==> src/rtl/mem_port_arbiter.sv <==
// Two-master arbiter onto a single TCM request/response bus: data has priority over fetch,
// fetch is protected by a starvation counter, and a tag FIFO steers in-order responses home.
module mem_port_arbiter #(
    parameter int MAX_OUTSTANDING = 2,
    parameter int STARVE_MAX      = 4
) (
    input  logic        clk_i,
    input  logic        rst_i,
    input  logic        mem_i_rd_i,
    input  logic [31:0] mem_i_pc_i,
    output logic        mem_i_accept_o,
    output logic        mem_i_valid_o,
    output logic [31:0] mem_i_inst_o,
    input  logic [31:0] mem_d_addr_i,
    input  logic [31:0] mem_d_data_wr_i,
    input  logic        mem_d_rd_i,
    input  logic [3:0]  mem_d_wr_i,
    output logic        mem_d_accept_o,
    output logic        mem_d_ack_o,
    output logic [31:0] mem_d_data_rd_o,
    output logic [31:0] mem_addr_o,
    output logic [31:0] mem_data_wr_o,
    output logic        mem_rd_o,
    output logic [3:0]  mem_wr_o,
    input  logic        mem_accept_i,
    input  logic        mem_ack_i,
    input  logic [31:0] mem_data_rd_i,
    output logic        err_o
);
    localparam int PW = (MAX_OUTSTANDING > 1) ? $clog2(MAX_OUTSTANDING) : 1;
    localparam int CW = $clog2(MAX_OUTSTANDING + 1);
    localparam int SW = $clog2(STARVE_MAX + 1);
    localparam logic [CW-1:0] FULL_CNT   = CW'(MAX_OUTSTANDING);
    localparam logic [SW-1:0] STARVE_LIM = SW'(STARVE_MAX);
    localparam logic [PW-1:0] LAST_PTR   = PW'(MAX_OUTSTANDING - 1);

    logic [MAX_OUTSTANDING-1:0] tag_q;
    logic [PW-1:0]              rd_ptr, wr_ptr;
    logic [CW-1:0]              count;
    logic [SW-1:0]              starve;
    logic                       lock_q, lock_d_q, err_q;

    logic d_req, i_req, full, empty, arb_d, sel_d, present, fire, pop, head_tag;

    function automatic logic [PW-1:0] ptr_next(input logic [PW-1:0] p);
        return (p == LAST_PTR) ? '0 : p + 1'b1;
    endfunction

    always_comb begin
        d_req    = mem_d_rd_i | (|mem_d_wr_i);
        i_req    = mem_i_rd_i;
        full     = (count == FULL_CNT);
        empty    = (count == '0);
        arb_d    = d_req && (!i_req || (starve < STARVE_LIM));
        // A stalled request keeps its slot: the registered winner overrides the live arbitration.
        sel_d    = lock_q ? lock_d_q : arb_d;
        present  = rst_i && !full && (lock_q || d_req || i_req);
        fire     = present && mem_accept_i;
        pop      = rst_i && mem_ack_i && !empty;
        head_tag = tag_q[rd_ptr];
    end

    assign mem_addr_o      = !present ? 32'h0 : (sel_d ? mem_d_addr_i : mem_i_pc_i);
    assign mem_data_wr_o   = (present && sel_d) ? mem_d_data_wr_i : 32'h0;
    assign mem_rd_o        = present && (sel_d ? mem_d_rd_i : 1'b1);
    assign mem_wr_o        = (present && sel_d) ? mem_d_wr_i : 4'h0;
    assign mem_i_accept_o  = fire && !sel_d;
    assign mem_d_accept_o  = fire && sel_d;
    assign mem_i_valid_o   = pop && !head_tag;
    assign mem_i_inst_o    = (pop && !head_tag) ? mem_data_rd_i : 32'h0;
    assign mem_d_ack_o     = pop && head_tag;
    assign mem_d_data_rd_o = (pop && head_tag) ? mem_data_rd_i : 32'h0;
    assign err_o           = err_q;

    always_ff @(posedge clk_i or negedge rst_i) begin
        if (!rst_i) begin
            tag_q    <= '0;
            rd_ptr   <= '0;
            wr_ptr   <= '0;
            count    <= '0;
            starve   <= '0;
            lock_q   <= 1'b0;
            lock_d_q <= 1'b0;
            err_q    <= 1'b0;
        end else begin
            if (fire) begin
                tag_q[wr_ptr] <= sel_d;
                wr_ptr        <= ptr_next(wr_ptr);
            end
            if (pop)
                rd_ptr <= ptr_next(rd_ptr);
            if (fire && !pop)
                count <= count + 1'b1;
            else if (!fire && pop)
                count <= count - 1'b1;

            if (present && !mem_accept_i) begin
                lock_q   <= 1'b1;
                lock_d_q <= sel_d;
            end else if (fire) begin
                lock_q <= 1'b0;
            end

            if (!i_req || (fire && !sel_d))
                starve <= '0;
            else if (fire && sel_d && (starve < STARVE_LIM))
                starve <= starve + 1'b1;

            if (mem_ack_i && empty)
                err_q <= 1'b1;
        end
    end
endmodule

==> config.mk <==
export PLATFORM = sky130hd
export DESIGN_NAME = mem_port_arbiter
export DESIGN_NICKNAME = d
export VERILOG_FILES = /design/src/rtl/mem_port_arbiter.sv
export SDC_FILE = /design/constraint.sdc
export NUM_CORES = 1
export LEC_CHECK = 0
export CAP_MARGIN = 20
export CORE_AREA = 2 2 106 108
export DETAILED_ROUTE_END_ITERATION = 8
export DIE_AREA = 0 0 108 110
export HOLD_SLACK_MARGIN = 0.08
export PLACE_DENSITY = 0.76
export SYNTH_ARGS = -nofsm -noshare
export SYNTH_HDL_FRONTEND = slang
export SYNTH_SLANG_ARGS = --single-unit
==> constraint.sdc <==
create_clock -name clk_i -period 6.14 [get_ports clk_i]
set_input_delay 1.228 -clock clk_i [delete_from_list [all_inputs] [get_ports clk_i]]
set_output_delay 1.228 -clock clk_i [all_outputs]
set_load 0.02 [all_outputs]
# Yosys cells after proc, flatten, opt, wreduce, memory -nomap -nowiden
# Cells that the tools add are included.
# classes
addsub	5
bitwise_logic	1
n_eq_ne	1
n_mux	21
n_reduce_logical	35
magnitude_cmp	4
# ops
operator	n
two-way mux 32 bit	5
logical AND 1 bit	18
two-way mux 1 bit	9
logical NOT 1 bit	8
two-way mux 3 bit	2
nonzero test 2 bit	3
logical OR 1 bit	4
< comparator 1 x 2 -> 1 bit (second input constant)	2
two-way mux 2 bit	2
two-way mux 4 bit	1
OR reduction 4 bit	1
adder 3 x 1 -> 3 bit (second input constant)	1
< comparator 3 bit (second input constant)	1
adder 1 bit (second input constant)	2
adder 2 x 1 -> 2 bit (second input constant)	1
bitwise mux 2 bit	1
== test 2 bit (second input constant)	1
logical NOT 2 bit	1
subtractor 2 x 1 -> 2 bit (second input constant)	1
demux 1 bit (select 1 bit)	1
greater-or-equal comparator 1 bit (second input constant)	1
OR 1 bit	1
# word_totals
inputBits	138
word_cells	75
reg_bits	12

# Depth between registers and ports, before layout
# Gate-level depths: netlist of run 1.
# logic_depth
word_depth	10
depth_mapped	8
mapped_depth_nobuf	7

# Worst setup path after synthesis of run 1
# Ideal clock, no wire load.
# synth_path
path_type	input-to-output
from	in mem_d_wr_i[0]
to	out mem_i_accept_o
t_arrival_ps	2615
path_buffers	2
cell_stages	5
slack_ps	2297
cell_sequence	nor4_1 > a211oi_2 > buf_4 > buf_4 > nor3_1
# synth_via
elab_chain_cells	7
elab_cells_between_ends	10
classes_between	mux (1); bitwise (1); reduce/logical (8)
# synth_lines
item	line_no	source
start, declared	17	input logic [3:0] mem_d_wr_i,
OR reduction 4 bit (*)	50	d_req = mem_d_rd_i | (|mem_d_wr_i);
OR 1 bit (*)	50	
logical OR 1 bit (2 in series)	57	present = rst_i && !full && (lock_q || d_req || i_req);
logical AND 1 bit	57	
logical AND 1 bit	58	fire = present && mem_accept_i;
logical AND 1 bit (*)	67	assign mem_i_accept_o = fire && !sel_d;
end, declared	11	output logic mem_i_accept_o,
# Every way passes the cells marked *; elsewhere a longest branch is shown, timed or not.

# Worst setup path after layout of run 1
# layout_path
from	in mem_i_rd_i
to	out mem_data_wr_o[7]
# layout_via
elab_chain_cells	6
elab_cells_between_ends	8
classes_between	mux (2); reduce/logical (6)
# layout_lines
item	line_no	source
start, declared	9	input logic mem_i_rd_i,
logical NOT 1 bit	54	arb_d = d_req && (!i_req || (starve < STARVE_LIM));
logical OR 1 bit	54	
logical AND 1 bit	54	
two-way mux 1 bit	56	sel_d = lock_q ? lock_d_q : arb_d;
logical AND 1 bit (*)	64	assign mem_data_wr_o = (present && sel_d) ? mem_d_data_wr_i : 32'h0;
two-way mux 32 bit (*)	64	
end, declared	22	output logic [31:0] mem_data_wr_o,
# Marks and branches as above.

==> results_dict.tcl, run 1 <==
set metrics [dict create \
    run_status "completed" \
    cts-htree-levels 1 \
    gpl.final_weighted_congestion 0.8429 \
    number_of_enable_type_register_cells_in_the_synthesized_netlist 0 \
    final.setup.tns_ns 0 \
    die_w_um 108 \
    synth_area_per_cell_um2 7.628 \
    worst_path_max_delay_cell "sky130_fd_sc_hd__and2b_1" \
    grt_max_degree 40 \
    slew_headroom_pct 46.20 \
    crit_top_cell "sky130_fd_sc_hd__clkdlybuf4s50_1" \
    core.rowCount 38 \
    track_usage_pct 13.66 \
    p_total_w 0.001218 \
    setup.worst_path.end_class "primary output" \
    ant_nets 0 \
    ys_ff_latch 12 \
    ios 276 \
    synth_sequential_area_ratio_pct 15.81 \
    starting_density_pct 17.75 \
    stdcell_count 656 \
    ctsLongestPathBuffers 2 \
    setup.worst_path.class "in2out" \
    place.port_buffers 275 \
    worst_path_largest_cell_delay_ns 0.71 \
    cell_internal_pwr_w 0.0006691 \
    drive_above_1_share_pct 5.426 \
    seq_pwr_share_pct 10.7 \
    via_count 2640 \
    overflow 0 \
    portion_of_total_power_attributed_to_combinational_logic_pct 82.1 \
    finalClockSkew_ns 0.001493 \
    timing.hold.worst.class "reg2reg" \
    dominantRegCellSynth "sky130_fd_sc_hd__dfrtp_1" \
    drv.max_cap_violation_count 0 \
    syn_area_um2 1899 \
    final-max-slew-violation-count 0 \
    route.final.wire_length_mm 9.263 \
    postSynthCellCount 249 \
    post-route-cell-area_um2 4817 \
    antenna_found_initial 0 \
    post_cts.repair.setup_buffers 0 \
    design.die.area_um2 11880 \
    power.switching_w 0.0005490 \
    mappedNetlistNets 389 \
    first_global_vias 2612 \
    final_hold_viol_count 0 \
    cellLeakagePower_nw 2.002 \
    post_dp_cell_area_um2 4762 \
    worst-path-max-fanout 36 \
    timing.fmax_mhz 197.2 \
    post_drt_wl_per_cell_um 14.12 \
    dp.final_hpwl_mm 7.880 \
    detail_route.iter0.violations 92 \
    placedCellCount 652 \
    cts-root-buf "sky130_fd_sc_hd__clkbuf_8" \
    core_region_area_um2 10700 \
    worst_path_arrival_ns 3.84 \
    number_of_buffer_and_inverter_instances_along_the_worst_setup_path 2 \
    worst_slew_pin_slew_ns 0.8069 \
    grt_setup_unrepaired "false" \
    cp.required_ns 4.91 \
    1st_pass_router_iterations 4 \
    synthesis.yosys.warnings 0 \
    clk_latency_ns 0.24 \
    grt_pass1_wl_mm 13.19 \
    critPathTopFamily "simple AND/OR/NAND/NOR gates" \
    timing.critical_path.cells "clkdlybuf4s50_1 > and3b_1 > a211oi_4 > and2b_1 > and2_1 > clkdlybuf4s50_1" \
    synth.distinct_cells 39 \
    portion_of_total_power_attributed_to_the_clock_network_pct 7.1 \
    swShare_pct 45.07 \
    viasPerCell 4.024 \
    cts_hold_buffers 0 \
    cellPowerDensity_nw_per_um2 252.9 \
    synth-async-reset-ratio_pct 100.0 \
    number_of_buffers_created_by_cts 3 \
    detail_route.drc_violations 0 \
    worst_vdd_drop_mv 0.1422 \
    vertical_extent_of_the_die_um 110 \
    cts.clk_slew.worst_paths_ns 0.06 \
    setup_violations 0 \
    area_grow_syn2layout_pct 153.6 \
    tritoncts_num_sinks 12 \
    cts_repair_resize_count 0 \
    tritoncts "built" \
    insertedDiodeCount 0 \
    final_period_minus_worst_setup_slack_ns 5.070 \
    finish.net_count 657 \
    final_min_period_over_clock_period_pct 82.58 \
    worst_setup_sp_type "input pin" \
]
[per-layer routing]
metal | wire length [um] | vias to the layer above | track usage (%)
met4 | 82 | 0 | 1.282
met5 | 0 | - | 0
met2 | 4781 | 119 | 25.02
met1 | 3733 | 1171 | 16.84
li1 | - | 1344 | -
met3 | 665 | 6 | 3.292
[placed cells by master (no fill, tap or decap), types with 3 or more instances in the layout]
| cell | count |
|---|---|
| sky130_fd_sc_hd__and2_1 | 99 |
| sky130_fd_sc_hd__nand2_1 | 3 |
| sky130_fd_sc_hd__nor2_1 | 31 |
| sky130_fd_sc_hd__buf_4 | 5 |
| sky130_fd_sc_hd__nor2_2 | 11 |
| sky130_fd_sc_hd__inv_1 | 4 |
| sky130_fd_sc_hd__mux2i_1 | 33 |
| sky130_fd_sc_hd__clkbuf_8 | 4 |
| sky130_fd_sc_hd__dfrtp_1 | 12 |
| sky130_fd_sc_hd__clkdlybuf4s50_1 | 275 |
| sky130_fd_sc_hd__a21oi_1 | 4 |
| sky130_fd_sc_hd__nor3_1 | 3 |
[worst register-to-register path, stage by stage (launching register included)]
cell and delay [ns]:
sky130_fd_sc_hd__dfrtp_1 0.40, sky130_fd_sc_hd__or4_4 0.45, sky130_fd_sc_hd__o311ai_4 0.23, sky130_fd_sc_hd__buf_4 0.44, sky130_fd_sc_hd__nor2_2 0.11, sky130_fd_sc_hd__ha_1 0.23, sky130_fd_sc_hd__xor2_1 0.14, sky130_fd_sc_hd__nor2_1 0.12
sky130_fd_sc_hd__xor2_1 0.16
[synthesized netlist by cell type, drive strengths merged, types with 3 or more instances]
library cell | count | area, um^2
o21ai | 3 | 15.01
mux2i | 33 | 330.3
clkbuf | 9 | 33.78
xnor2 | 3 | 33.79
dfrtp | 12 | 300.3
nor3 | 3 | 15.01
and2 | 100 | 626.9
nand2 | 3 | 11.26
inv | 4 | 15.01
nor2 | 42 | 185.2
buf | 8 | 76.31
a21oi | 4 | 20.02
[cells by family (layout without fill, tap and decap cells)]
family	after synthesis	in the layout	synth area share, %
DFF	12	12	15.81
muxes	35	35	18.97
xor gates and xnor gates	5	5	2.701
buffers and inverters	21	288	6.587
adders and majority gates	2	2	1.317
AOI/OAI and AO/OA	14	14	5.995
and+or+nand+nor	160	160	48.62
[state kept, by name, summed over array words and instances, names as in the netlist]
| name | flops |
|---|---|
| err_o | 1 |
| wr_ptr | 1 |
| lock_q | 1 |
| rd_ptr | 1 |
| tag_q | 2 |
| starve | 3 |
| count | 2 |
| lock_d_q | 1 |
[power groups by stage]
| stage | clock network (W) | registers, W | logic (W) |
|---|---|---|---|
| after floorplan | 0 | 0.000127 | 0.000572 |
| after global placement | 0 | 0.000131 | 0.000992 |
| after detailed placement | 0 | 0.000132 | 0.00101 |
| after CTS | 0.0000895 | 0.000131 | 0.00101 |
| after global routing | 0.0000931 | 0.000136 | 0.00106 |
| final | 0.0000870 | 0.000131 | 0.00100 |
[path summary, 6_finish.rpt]
check / startpoint / end / slack (ns) / depth (start not counted)
setup / recovery: mem_i_rd_i / mem_data_wr_o[7] / 1.07 / 6
hold / removal: err_o / err_o / 0.46 / 1
setup reg to reg: lock_q / count[1] / 3.80 / 8
hold reg to reg: err_o / err_o / 0.46 / 1
max in group asynchronous: rst_i / lock_q / 4.64 / 2
min in group asynchronous: rst_i / err_o / 1.31 / 2
[layout make-up]
| type | instances | area, um^2 |
|---|---|---|
| inverter | 4 | 15.01 |
| timing repair buffer | 280 | 2790 |
| clock buffer | 4 | 55.05 |
| tap | 140 | 175.2 |
| sequential | 12 | 300.3 |
| multi-input combinational | 216 | 1481 |
| fill | 1038 | 5881 |
[per-stage QoR]
stage | util [%] | hold WS [ns] | worst slack [ns]
global placement | 44.51 | 0.4447 | 1.142
detailed placement | 44.51 | 0.4550 | 1.062
global route | 45.03 | 0.4794 | 0.8810
finish | 45.03 | 0.4646 | 1.070
floorplan | - | 0.4580 | 2.297
CTS | 45.03 | 0.4662 | 1.068
No activity file was read; power rests on OpenSTA's default activity.
==> run 2: changes to the inputs <==
CORE_AREA = 2 2 108 110   (was 2 2 106 108)
DIE_AREA = 0 0 110 112   (was 0 0 108 110)
clock period = 4.5 ns   (was 6.14 ns; I/O delays follow)
==> run 2 against run 1 <==
Net effect:
- utilization down 1.4 points
- routed wire length down 0.28%
- die area rose by 3.7%
- critical path depth is the same
- critical endpoint is now mem_data_wr_o[4]
- largest power group unchanged
==> results_dict.tcl, run 2 (synthesized netlist as in run 1, its figures left out) <==
set metrics [dict create \
    finish.utilization_pct 43.62 \
    overflow 0 \
    cts-root-buf "sky130_fd_sc_hd__clkbuf_16" \
    gpl.final_weighted_congestion 0.8082 \
    tritoncts "built" \
    worst_path_max_delay_cell "sky130_fd_sc_hd__and2b_1" \
    grt_pass1_wl_mm 14.33 \
    run_status "completed" \
    timing.critical_path.cells "clkdlybuf4s50_1 > and3b_1 > a211oi_4 > and2b_1 > and2_1 > clkdlybuf4s50_1" \
    vertical_extent_of_the_die_um 112 \
    worst_path_largest_cell_delay_ns 0.68 \
    ios 276 \
    largest_registers "starve (3), count (2), tag_q (2)" \
    antenna_found_initial 0 \
    ctsLongestPathBuffers 2 \
    crit_top_cell "sky130_fd_sc_hd__clkdlybuf4s50_1" \
    regMostFlops "starve" \
    detail_route.drc_violations 0 \
    timing.fmax_mhz 233.0 \
    place.port_buffers 275 \
    setup.worst_path.end_class "primary output" \
    post_drt_wl_per_cell_um 14.00 \
    setup.worst_path.class "in2out" \
    hold_path_startpoint "err_o" \
    cts-htree-levels 1 \
    first_global_vias 2824 \
    via_count 2675 \
    worst-path-max-fanout 36 \
    cp.required_ns 3.60 \
    cellPowerDensity_nw_per_um2 356.7 \
    largest_register_ffs 3 \
    final-max-slew-violation-count 0 \
    critical_path.startpoint "mem_i_rd_i" \
    final_min_period_over_clock_period_pct 95.39 \
    number_of_buffer_and_inverter_instances_along_the_worst_setup_path 2 \
    starting_density_pct 17.00 \
    critPathTopFamily "simple AND/OR/NAND/NOR gates" \
    finalClockSkew_ns 0.002427 \
    core.rowCount 39 \
    tritoncts_num_sinks 12 \
    area_grow_syn2layout_pct 156.7 \
    worst_slew_pin_slew_ns 0.8057 \
    post_cts.repair.setup_buffers 0 \
    setup_violations 0 \
    slew_headroom_pct 46.29 \
    dp.final_hpwl_mm 7.936 \
    insertedDiodeCount 0 \
    finish.net_count 658 \
    drv.max_cap_violation_count 0 \
    clk_latency_ns 0.24 \
    grt_max_degree 40 \
    design.die.area_um2 12320 \
    track_usage_pct 14.44 \
    setup.reg_to_reg.worst_slack_ns 2.34 \
    final_hold_viol_count 0 \
    worst_vdd_drop_mv 0.1700 \
    route.final.wire_length_mm 9.237 \
    die_w_um 110 \
    grt_setup_unrepaired "false" \
    viasPerCell 4.053 \
    cts.clk_slew.worst_paths_ns 0.04 \
    drive_above_1_share_pct 5.609 \
    1st_pass_router_iterations 4 \
    mostFrequentLayoutCells "sky130_fd_sc_hd__clkdlybuf4s50_1, sky130_fd_sc_hd__and2_1, sky130_fd_sc_hd__mux2i_1" \
    final_period_minus_worst_setup_slack_ns 4.293 \
    layout_commonest_cell "sky130_fd_sc_hd__clkdlybuf4s50_1" \
    cts_hold_buffers 0 \
    cellLeakagePower_nw 2.028 \
    final.setup.tns_ns 0 \
    core_region_area_um2 11170 \
    worst_path_arrival_ns 3.39 \
    fillerInstances 1077 \
    cts_repair_resize_count 0 \
    number_of_buffers_created_by_cts 3 \
    worst_reg2reg_path_startpoint "lock_q" \
    timing.hold.worst.class "reg2reg" \
    ant_nets 0 \
    worst_setup_sp_type "input pin" \
    detail_route.iter0.violations 68 \
]
-- run 2: cell types whose count changed in the layout (fill, tap and decap cells not counted) --
| cell | delta |
|---|---|
| sky130_fd_sc_hd__clkbuf_16 | +3 |
| sky130_fd_sc_hd__clkbuf_8 | -3 |
| sky130_fd_sc_hd__buf_12 | +1 |
-- run 2: report_power, final --
| group | internal (W) | switching [W] |
|---|---|---|
| registers | 0.000147 | 0.0000342 |
| clock network | 0.000134 | 0.0000428 |
| logic | 0.000697 | 0.000684 |
| total | 0.000977 | 0.000762 |
-- run 2: area by class of cell --
type,instances,area (um^2),area share (%)
Tap cell,143,178.9,3.670
Clock buffer,4,88.84,1.822
Multi-Input combinational cell,216,1481,30.39
Timing Repair Buffer,281,2810,57.65
Sequential cell,12,300.3,6.160
Inverter,4,15.01,0.3080
-- run 2: worst paths after layout --
kind | to | depth (start not counted)
worst max-delay path | mem_data_wr_o[4] | 6
worst min-delay path | err_o | 1
worst max register to register | count[1] | 7
worst min register to register | err_o | 1
max in group asynchronous | lock_d_q | 2
min in group asynchronous | count[1] | 1
-- run 2: per-stage QoR --
step / instances / hold slack (ns) / worst slack (ns) / cell area (um^2) / power, W
after floorplan: 249 / 0.4580 / 1.313 / 1899 / 0.0009534
after global placement: 656 / 0.4439 / 0.2855 / 4786 / 0.001551
after detailed placement: 656 / 0.4505 / 0.2425 / 4786 / 0.001568
after CTS: 660 / 0.4637 / 0.2362 / 4875 / 0.001755
after global routing: 660 / 0.4991 / 0.06097 / 4875 / 0.001843
final: 660 / 0.4594 / 0.2074 / 4875 / 0.001739
-- run 2: worst reg2reg max path: stages, from the launching register on --
cell and delay [ns]:
sky130_fd_sc_hd__dfrtp_1 0.40, sky130_fd_sc_hd__or4_4 0.46, sky130_fd_sc_hd__o311ai_4 0.27, sky130_fd_sc_hd__buf_12 0.25, sky130_fd_sc_hd__nor2_2 0.09, sky130_fd_sc_hd__ha_1 0.33, sky130_fd_sc_hd__nor2_1 0.14, sky130_fd_sc_hd__xor2_1 0.15
-- run 2: metal layers --
layer | track usage [%] | routed length (um)
met4 | 1.772 | 99
met3 | 2.752 | 553
met5 | 0 | 0
met1 | 17.60 | 3634
met2 | 26.50 | 4949
==> run 3: changes to the inputs <==
CTS_CLUSTER_SIZE = 30   (was default)
==> results of run 3 <==
The final DEF is identical to that of run 2; final timing and power are the same.
